$ cat src/rtl/sd_spi_pkg.sv
// ============================================================================
// Module  : sd_spi_pkg
// Purpose : Shared types and constants for the SD-card SPI-mode blocks.
//           Provides the command-framer FSM states, start-byte match values,
//           frame length, and a byte-serial CRC7 step that the response and
//           data blocks will reuse.
// Ports   : none (package)
// Revision: 1.0 - initial release
// ============================================================================
`default_nettype none

package sd_spi_pkg;

  typedef enum logic [1:0] {
    IDLE    = 2'd0,
    COLLECT = 2'd1,
    HOLD    = 2'd2
  } state_e;

  // Start byte is 01xx_xxxx: start bit 0 followed by transmission bit 1.
  localparam logic [1:0] START_MASK = 2'b11;
  localparam logic [1:0] START_VAL  = 2'b01;

  // x^7 + x^3 + 1 with the implicit x^7 term dropped.
  localparam logic [6:0] CRC7_POLY = 7'h09;

  localparam int SD_FRAME_BYTES = 6;

  // One byte of CRC7, MSB first (the order bits appear on the wire).
  function automatic logic [6:0] crc7_byte(input logic [6:0] crc, input logic [7:0] data);
    logic [6:0] c;
    logic       fb;
    c = crc;
    for (int i = 7; i >= 0; i--) begin
      fb = c[6] ^ data[i];
      c  = {c[5:0], 1'b0};
      if (fb) begin
        c = c ^ CRC7_POLY;
      end
    end
    return c;
  endfunction

endpackage

`default_nettype wire

$ cat src/rtl/sd_spi_cmd_framer.sv
// ============================================================================
// Module  : sd_spi_cmd_framer
// Purpose : SD-card SPI-mode command framer. Hunts the received byte stream
//           for a start byte, collects a 48-bit command frame, checks the end
//           bit, and presents index/argument/CRC to the command handler via a
//           valid/ready handshake.
// Config  : SD_CRC7_CHECK_EN - when defined, CRC7 is computed over the first
//           five bytes and crc_err_o flags a mismatch. When undefined, no CRC
//           logic is built and crc_err_o is tied 0.
// Ports   : SCLK            in  SPI clock, state updates on posedge
//           rstn            in  asynchronous active-low reset
//           nss_i           in  chip select, high aborts any frame in progress
//           rx_byte_i[7:0]  in  received byte, MSB first on the wire
//           rx_vld_i        in  one-cycle strobe, rx_byte_i valid
//           cmd_rdy_i       in  handler accepts the current command
//           clr_i           in  clears ovr_o and frame_err_cnt_o
//           cmd_vld_o       out command frame available
//           cmd_idx_o[5:0]  out frame bits [45:40]
//           cmd_arg_o[31:0] out frame bits [39:8]
//           cmd_crc_o[6:0]  out frame bits [7:1] as received
//           crc_err_o       out received CRC7 differs from computed CRC7
//           busy_o          out FSM not idle
//           ovr_o           out sticky, byte arrived while a command was held
//           frame_err_cnt_o out saturating count of frames with end bit 0
// Revision: 1.0 - initial release
// ============================================================================
`default_nettype none

module sd_spi_cmd_framer
  import sd_spi_pkg::*;
#(
  parameter int         ERR_CNT_W = 8,
  parameter logic [7:0] FILL_BYTE = 8'hFF
) (
  input  logic                 SCLK,
  input  logic                 rstn,
  input  logic                 nss_i,
  input  logic [7:0]           rx_byte_i,
  input  logic                 rx_vld_i,
  input  logic                 cmd_rdy_i,
  input  logic                 clr_i,
  output logic                 cmd_vld_o,
  output logic [5:0]           cmd_idx_o,
  output logic [31:0]          cmd_arg_o,
  output logic [6:0]           cmd_crc_o,
  output logic                 crc_err_o,
  output logic                 busy_o,
  output logic                 ovr_o,
  output logic [ERR_CNT_W-1:0] frame_err_cnt_o
);

  localparam logic [2:0] LAST_BYTE = 3'(SD_FRAME_BYTES - 1);

  state_e               state_q, state_d;
  logic [2:0]           cnt_q, cnt_d;
  // Only the low 38 bits of the first five bytes are ever needed (the two
  // framing bits of the start byte were already checked), so the shift
  // register keeps just those.
  logic [37:0]          frame_q, frame_d;
  logic                 cmd_vld_q, cmd_vld_d;
  logic [5:0]           cmd_idx_q, cmd_idx_d;
  logic [31:0]          cmd_arg_q, cmd_arg_d;
  logic [6:0]           cmd_crc_q, cmd_crc_d;
  logic                 ovr_q, ovr_d;
  logic [ERR_CNT_W-1:0] err_cnt_q, err_cnt_d;
  logic                 ovr_set;
  logic                 err_inc;
  logic                 is_start;
`ifdef SD_CRC7_CHECK_EN
  logic [6:0]           crc_q, crc_d;
  logic                 crc_err_q, crc_err_d;
`endif

  assign is_start = (rx_byte_i != FILL_BYTE) &&
                    ((rx_byte_i[7:6] & START_MASK) == START_VAL);

  always_comb begin
    state_d   = state_q;
    cnt_d     = cnt_q;
    frame_d   = frame_q;
    cmd_vld_d = cmd_vld_q;
    cmd_idx_d = cmd_idx_q;
    cmd_arg_d = cmd_arg_q;
    cmd_crc_d = cmd_crc_q;
    ovr_d     = ovr_q;
    err_cnt_d = err_cnt_q;
    ovr_set   = 1'b0;
    err_inc   = 1'b0;
`ifdef SD_CRC7_CHECK_EN
    crc_d     = crc_q;
    crc_err_d = crc_err_q;
`endif

    if (nss_i) begin
      // Deselect drops any partial or pending command; incoming bytes ignored.
      state_d   = IDLE;
      cnt_d     = 3'd0;
      cmd_vld_d = 1'b0;
    end else begin
      unique case (state_q)
        IDLE: begin
          if (rx_vld_i && is_start) begin
            frame_d = {frame_q[29:0], rx_byte_i};
            cnt_d   = 3'd1;
            state_d = COLLECT;
`ifdef SD_CRC7_CHECK_EN
            crc_d   = crc7_byte(7'd0, rx_byte_i);
`endif
          end
        end

        COLLECT: begin
          if (rx_vld_i) begin
            if (cnt_q == LAST_BYTE) begin
              cnt_d = 3'd0;
              if (rx_byte_i[0]) begin
                state_d   = HOLD;
                cmd_vld_d = 1'b1;
                cmd_idx_d = frame_q[37:32];
                cmd_arg_d = frame_q[31:0];
                cmd_crc_d = rx_byte_i[7:1];
`ifdef SD_CRC7_CHECK_EN
                crc_err_d = (crc_q != rx_byte_i[7:1]);
`endif
              end else begin
                state_d = IDLE;
                err_inc = 1'b1;
              end
            end else begin
              frame_d = {frame_q[29:0], rx_byte_i};
              cnt_d   = cnt_q + 3'd1;
`ifdef SD_CRC7_CHECK_EN
              crc_d   = crc7_byte(crc_q, rx_byte_i);
`endif
            end
          end
        end

        HOLD: begin
          // The handler has not consumed the command, so any byte is lost.
          if (rx_vld_i) begin
            ovr_set = 1'b1;
          end
          if (cmd_vld_q && cmd_rdy_i) begin
            cmd_vld_d = 1'b0;
            state_d   = IDLE;
          end
        end

        default: begin
          state_d = IDLE;
        end
      endcase
    end

    // Clear wins over a same-cycle set or increment.
    if (clr_i) begin
      ovr_d     = 1'b0;
      err_cnt_d = '0;
    end else begin
      if (ovr_set) begin
        ovr_d = 1'b1;
      end
      if (err_inc && !(&err_cnt_q)) begin
        err_cnt_d = err_cnt_q + ERR_CNT_W'(1);
      end
    end
  end

  always_ff @(posedge SCLK or negedge rstn) begin
    if (!rstn) begin
      state_q   <= IDLE;
      cnt_q     <= 3'd0;
      frame_q   <= '0;
      cmd_vld_q <= 1'b0;
      cmd_idx_q <= '0;
      cmd_arg_q <= '0;
      cmd_crc_q <= '0;
      ovr_q     <= 1'b0;
      err_cnt_q <= '0;
`ifdef SD_CRC7_CHECK_EN
      crc_q     <= '0;
      crc_err_q <= 1'b0;
`endif
    end else begin
      state_q   <= state_d;
      cnt_q     <= cnt_d;
      frame_q   <= frame_d;
      cmd_vld_q <= cmd_vld_d;
      cmd_idx_q <= cmd_idx_d;
      cmd_arg_q <= cmd_arg_d;
      cmd_crc_q <= cmd_crc_d;
      ovr_q     <= ovr_d;
      err_cnt_q <= err_cnt_d;
`ifdef SD_CRC7_CHECK_EN
      crc_q     <= crc_d;
      crc_err_q <= crc_err_d;
`endif
    end
  end

  assign cmd_vld_o       = cmd_vld_q;
  assign cmd_idx_o       = cmd_idx_q;
  assign cmd_arg_o       = cmd_arg_q;
  assign cmd_crc_o       = cmd_crc_q;
  assign busy_o          = (state_q != IDLE);
  assign ovr_o           = ovr_q;
  assign frame_err_cnt_o = err_cnt_q;
`ifdef SD_CRC7_CHECK_EN
  assign crc_err_o       = crc_err_q;
`else
  assign crc_err_o       = 1'b0;
`endif

endmodule

`default_nettype wire

$ cat config.mk
export PLATFORM = sky130hd
export DESIGN_NAME = sd_spi_cmd_framer
export DESIGN_NICKNAME = d
export VERILOG_FILES = /design/src/rtl/sd_spi_pkg.sv /design/src/rtl/sd_spi_cmd_framer.sv
export SDC_FILE = /design/constraint.sdc
export NUM_CORES = 1
export LEC_CHECK = 0
export ABC_AREA = 0
export CAP_MARGIN = 20
export CORE_ASPECT_RATIO = 0.7
export CORE_MARGIN = 4
export CORE_UTILIZATION = 52
export DETAILED_ROUTE_END_ITERATION = 10
export PLACE_DENSITY = 0.77
export SLEW_MARGIN = 30
export SYNTH_ARGS = -nofsm -noshare
export SYNTH_HDL_FRONTEND = slang
export SYNTH_SLANG_ARGS = --single-unit
$ cat constraint.sdc
create_clock -name SCLK -period 2.2 [get_ports SCLK]
set_input_delay 0.22 -clock SCLK [delete_from_list [all_inputs] [get_ports SCLK]]
set_output_delay 0.22 -clock SCLK [all_outputs]
set_load 0.05 [all_outputs]
==> results.ini <==
[outcome]
status = completed

[place]
io_buffer_count = 69
place.gp.congestion = 0.7800
hpwl_microns = 5002

[min_path]
min_path_type = in -> async

[yosys]
syn_area_per_cell_sq_um = 15.32
syn_inst = 262
syn-cell-area_sq_um = 4015
yosysSeqAreaShare_pct = 61.08
ys_seq_elements = 98
synth_warnings = 0
synth.distinct_cells = 34
synth_nets = 277

[critical_path]
startpoint_type = flop
critical_path.top_delay_family = buffers and inverters
r2r-start = state_q[0]$_DFFE_PN0P_
cp-end-kind = output pin
crit_arrival_ns = 1.67
r2r_end = frame_err_cnt_o[5]$_DFFE_PN0P_
path_buf_inv = 1
r2r_slack_ns = 0.33
ff2ff_path_depth = 4
cp_max_fo = 7
crit_type = reg -> out
cp_slowest_cell = clkdlybuf4s50_1
worst_path_largest_cell_delay_ns = 0.85
cp.required_ns = 1.98
crit_chain = clkdlybuf4s50_1

[sta]
max_freq_mhz = 527.8
slew_viol_final = 0
fin_crit_ns = 1.895
skew_ns = 0.01460
fin_tns_setup_ns = 0
holdWs_ns = 0.2381
min_period_over_period_pct = 86.13
tightestPinTransition_ns = 0.5629
slew_headroom_pct = 62.36
hold_viol_final = 0
setup_viol = 0
grt_setup_unrepaired = false

[clock_tree]
cts_buffers = 9
cts.path.max_buffers = 2
clock-sinks = 98
root_buffer = clkbuf_8
clock_latency_ns = 0.36
cts_tree = done
clk_pin_slew_worst_paths_ns = 0.10
postCtsSetupBuffers = 0
htreeDepth = 3

[detailed_routing]
drc = 0
vias = 2358
drt_iter0_drc = 101
avgViaCountPerCell = 5.384
wirelength_microns = 7293
wl_per_cell_microns = 16.65
dr.pass1.iters = 4
final_antenna_net_count = 0

[cells_and_area]
drive_gt1_share_pct = 32.35
area_delta_synth_final_pct = 25.21
diodes = 0
layout_common_cells = dfrtp_1 (98), clkdlybuf4s50_1 (67), mux2_2 (55)
nNetsFinal = 350
final_common_cell = dfrtp_1

[power]
finalPower_w = 0.003844
powerDensity_nw_per_um2 = 764.6
p_leak_nw = 2.396
ir_drop_uv = 480.8

[floorplanning]
core_sq_um = 7417
rows = 26
die_area_sq_um = 9214
start_util_pct = 54.13
ios = 71
die_h_microns = 81.52
die_w_microns = 113.0

[grt]
globalRouteTotalUtil_pct = 17.04
grt_pass1_wl_microns = 12320
overflow = 0
first_global_vias = 2434
antenna_found_initial = 0
grt_start_max_net_pins = 64

[flow_run]
maxCapViolCount = 0

-- how the worst max path moves through the flow --
stage	from	end	slack, ns	cells after the start
floorplan	frame_err_cnt_o[0]$_DFFE_PN0P_	frame_err_cnt_o[4]$_DFFE_PN0P_	0.41	6
global placement	nss_i	cmd_crc_o[0]$_DFFE_PN0P_	0.17	6
detailed placement	nss_i	frame_err_cnt_o[5]$_DFFE_PN0P_	0.13	5
CTS	state_q[0]$_DFFE_PN0P_	busy_o	0.02	3
global route	state_q[0]$_DFFE_PN0P_	frame_err_cnt_o[7]$_DFFE_PN0P_	0.23	4
finish	frame_err_cnt_o[3]$_DFFE_PN0P_	frame_err_cnt_o[3]	0.31	1
-- synthesized netlist by cell type (all sizes together) --
cell	n	area, sq um
nand4	4	25.02
ha	1	12.51
o22a	1	8.760
o2111ai	2	17.52
and4b	1	13.76
nor2	6	22.52
xor2	1	8.760
o21ai	5	25.02
nor3	2	10.01
nand2	7	26.28
nor2b	1	6.260
o211a	1	10.01
a21oi	7	35.03
or4	3	22.52
nor4b	1	23.77
or3	3	20.02
conb	1	3.750
buf	14	105.1
dfrtp	98	2452
o21bai	1	7.510
a311o	1	10.01
o211ai	1	12.51
mux2	83	1040
a31oi	2	12.51
mux2i	1	10.01
nand3	4	20.02
inv	6	22.52
or3b	1	8.760
o31ai	3	22.52
-- layer usage --
| layer | part of all wire (%) | vias up | global-route usage [%] | routed length, microns |
|---|---|---|---|---|
| li1 | - | 1090 | - | - |
| met1 | 50 | 1194 | 24.34 | 3641 |
| met2 | 44 | 67 | 25.65 | 3178 |
| met3 | 5.6 | 7 | 5.302 | 411 |
| met4 | 0.84 | 0 | 4.322 | 61 |
| met5 | 0 | - | 0 | 0 |
-- logic make-up after synthesis --
group	Yosys count	synth area share (%)
AO/OA/AOI/OAI	24	4.020
XOR/XNOR	1	0.2182
adder cells (fa/ha/maj)	1	0.3116
buffers and inverters	20	3.178
flip-flops	98	61.08
multiplexers	84	26.15
other	1	0.09340
AND/OR/NAND/NOR	33	4.955
-- worst register-to-register path, delay by kind of cell, from the launching register on --
kind	cells	cell delay (ns)
flip-flops	1	0.55
AO/OA/AOI/OAI	2	0.44
AND/OR/NAND/NOR	2	0.82
-- state kept, by name (all words and copies together) (netlist names), 2 cells and up --
| register | count |
|---|---|
| cnt_q | 3 |
| cmd_crc_o | 7 |
| cmd_idx_o | 6 |
| state_q | 2 |
| frame_err_cnt_o | 8 |
| frame_q | 38 |
| cmd_arg_o | 32 |
-- through the flow --
stage | std cells | util (%) | setup slack, ns | cell area (sq um)
6_report | 438 | 67.78 | 0.3052 | 5027
2_1_floorplan | 262 | - | 0.4137 | 4015
4_1_cts | 438 | 67.75 | 0.02230 | 5025
3_3_place_gp | 421 | 65.00 | 0.1748 | 4821
5_1_grt | 438 | 67.78 | 0.2286 | 5027
3_5_place_dp | 421 | 65.00 | 0.1263 | 4821
-- repair_timing --
item | CTS | global route
hold buffers | 1 | 0
gates resized for setup | 0 | 1
setup endpoints to repair | 0 | 1
endpoints found under the hold margin | 11 | 0
-- power by group --
group	switching [W]	internal, W	total (W)
Clock	0.000602	0.000533	0.00114
Combinational	0.000140	0.000266	0.000406
Sequential	0.000210	0.00209	0.00230
-- cell type report --
cell class,instances,area [sq um]
sequential,98,2452
timing repair buffer,76,783.3
clock buffer,11,131.4
fill,564,2390
clock inverter,5,62.56
inverter,6,22.52
tap,98,122.6
multi-input combinational,144,1453
No activity file was read; power rests on OpenSTA's default activity.
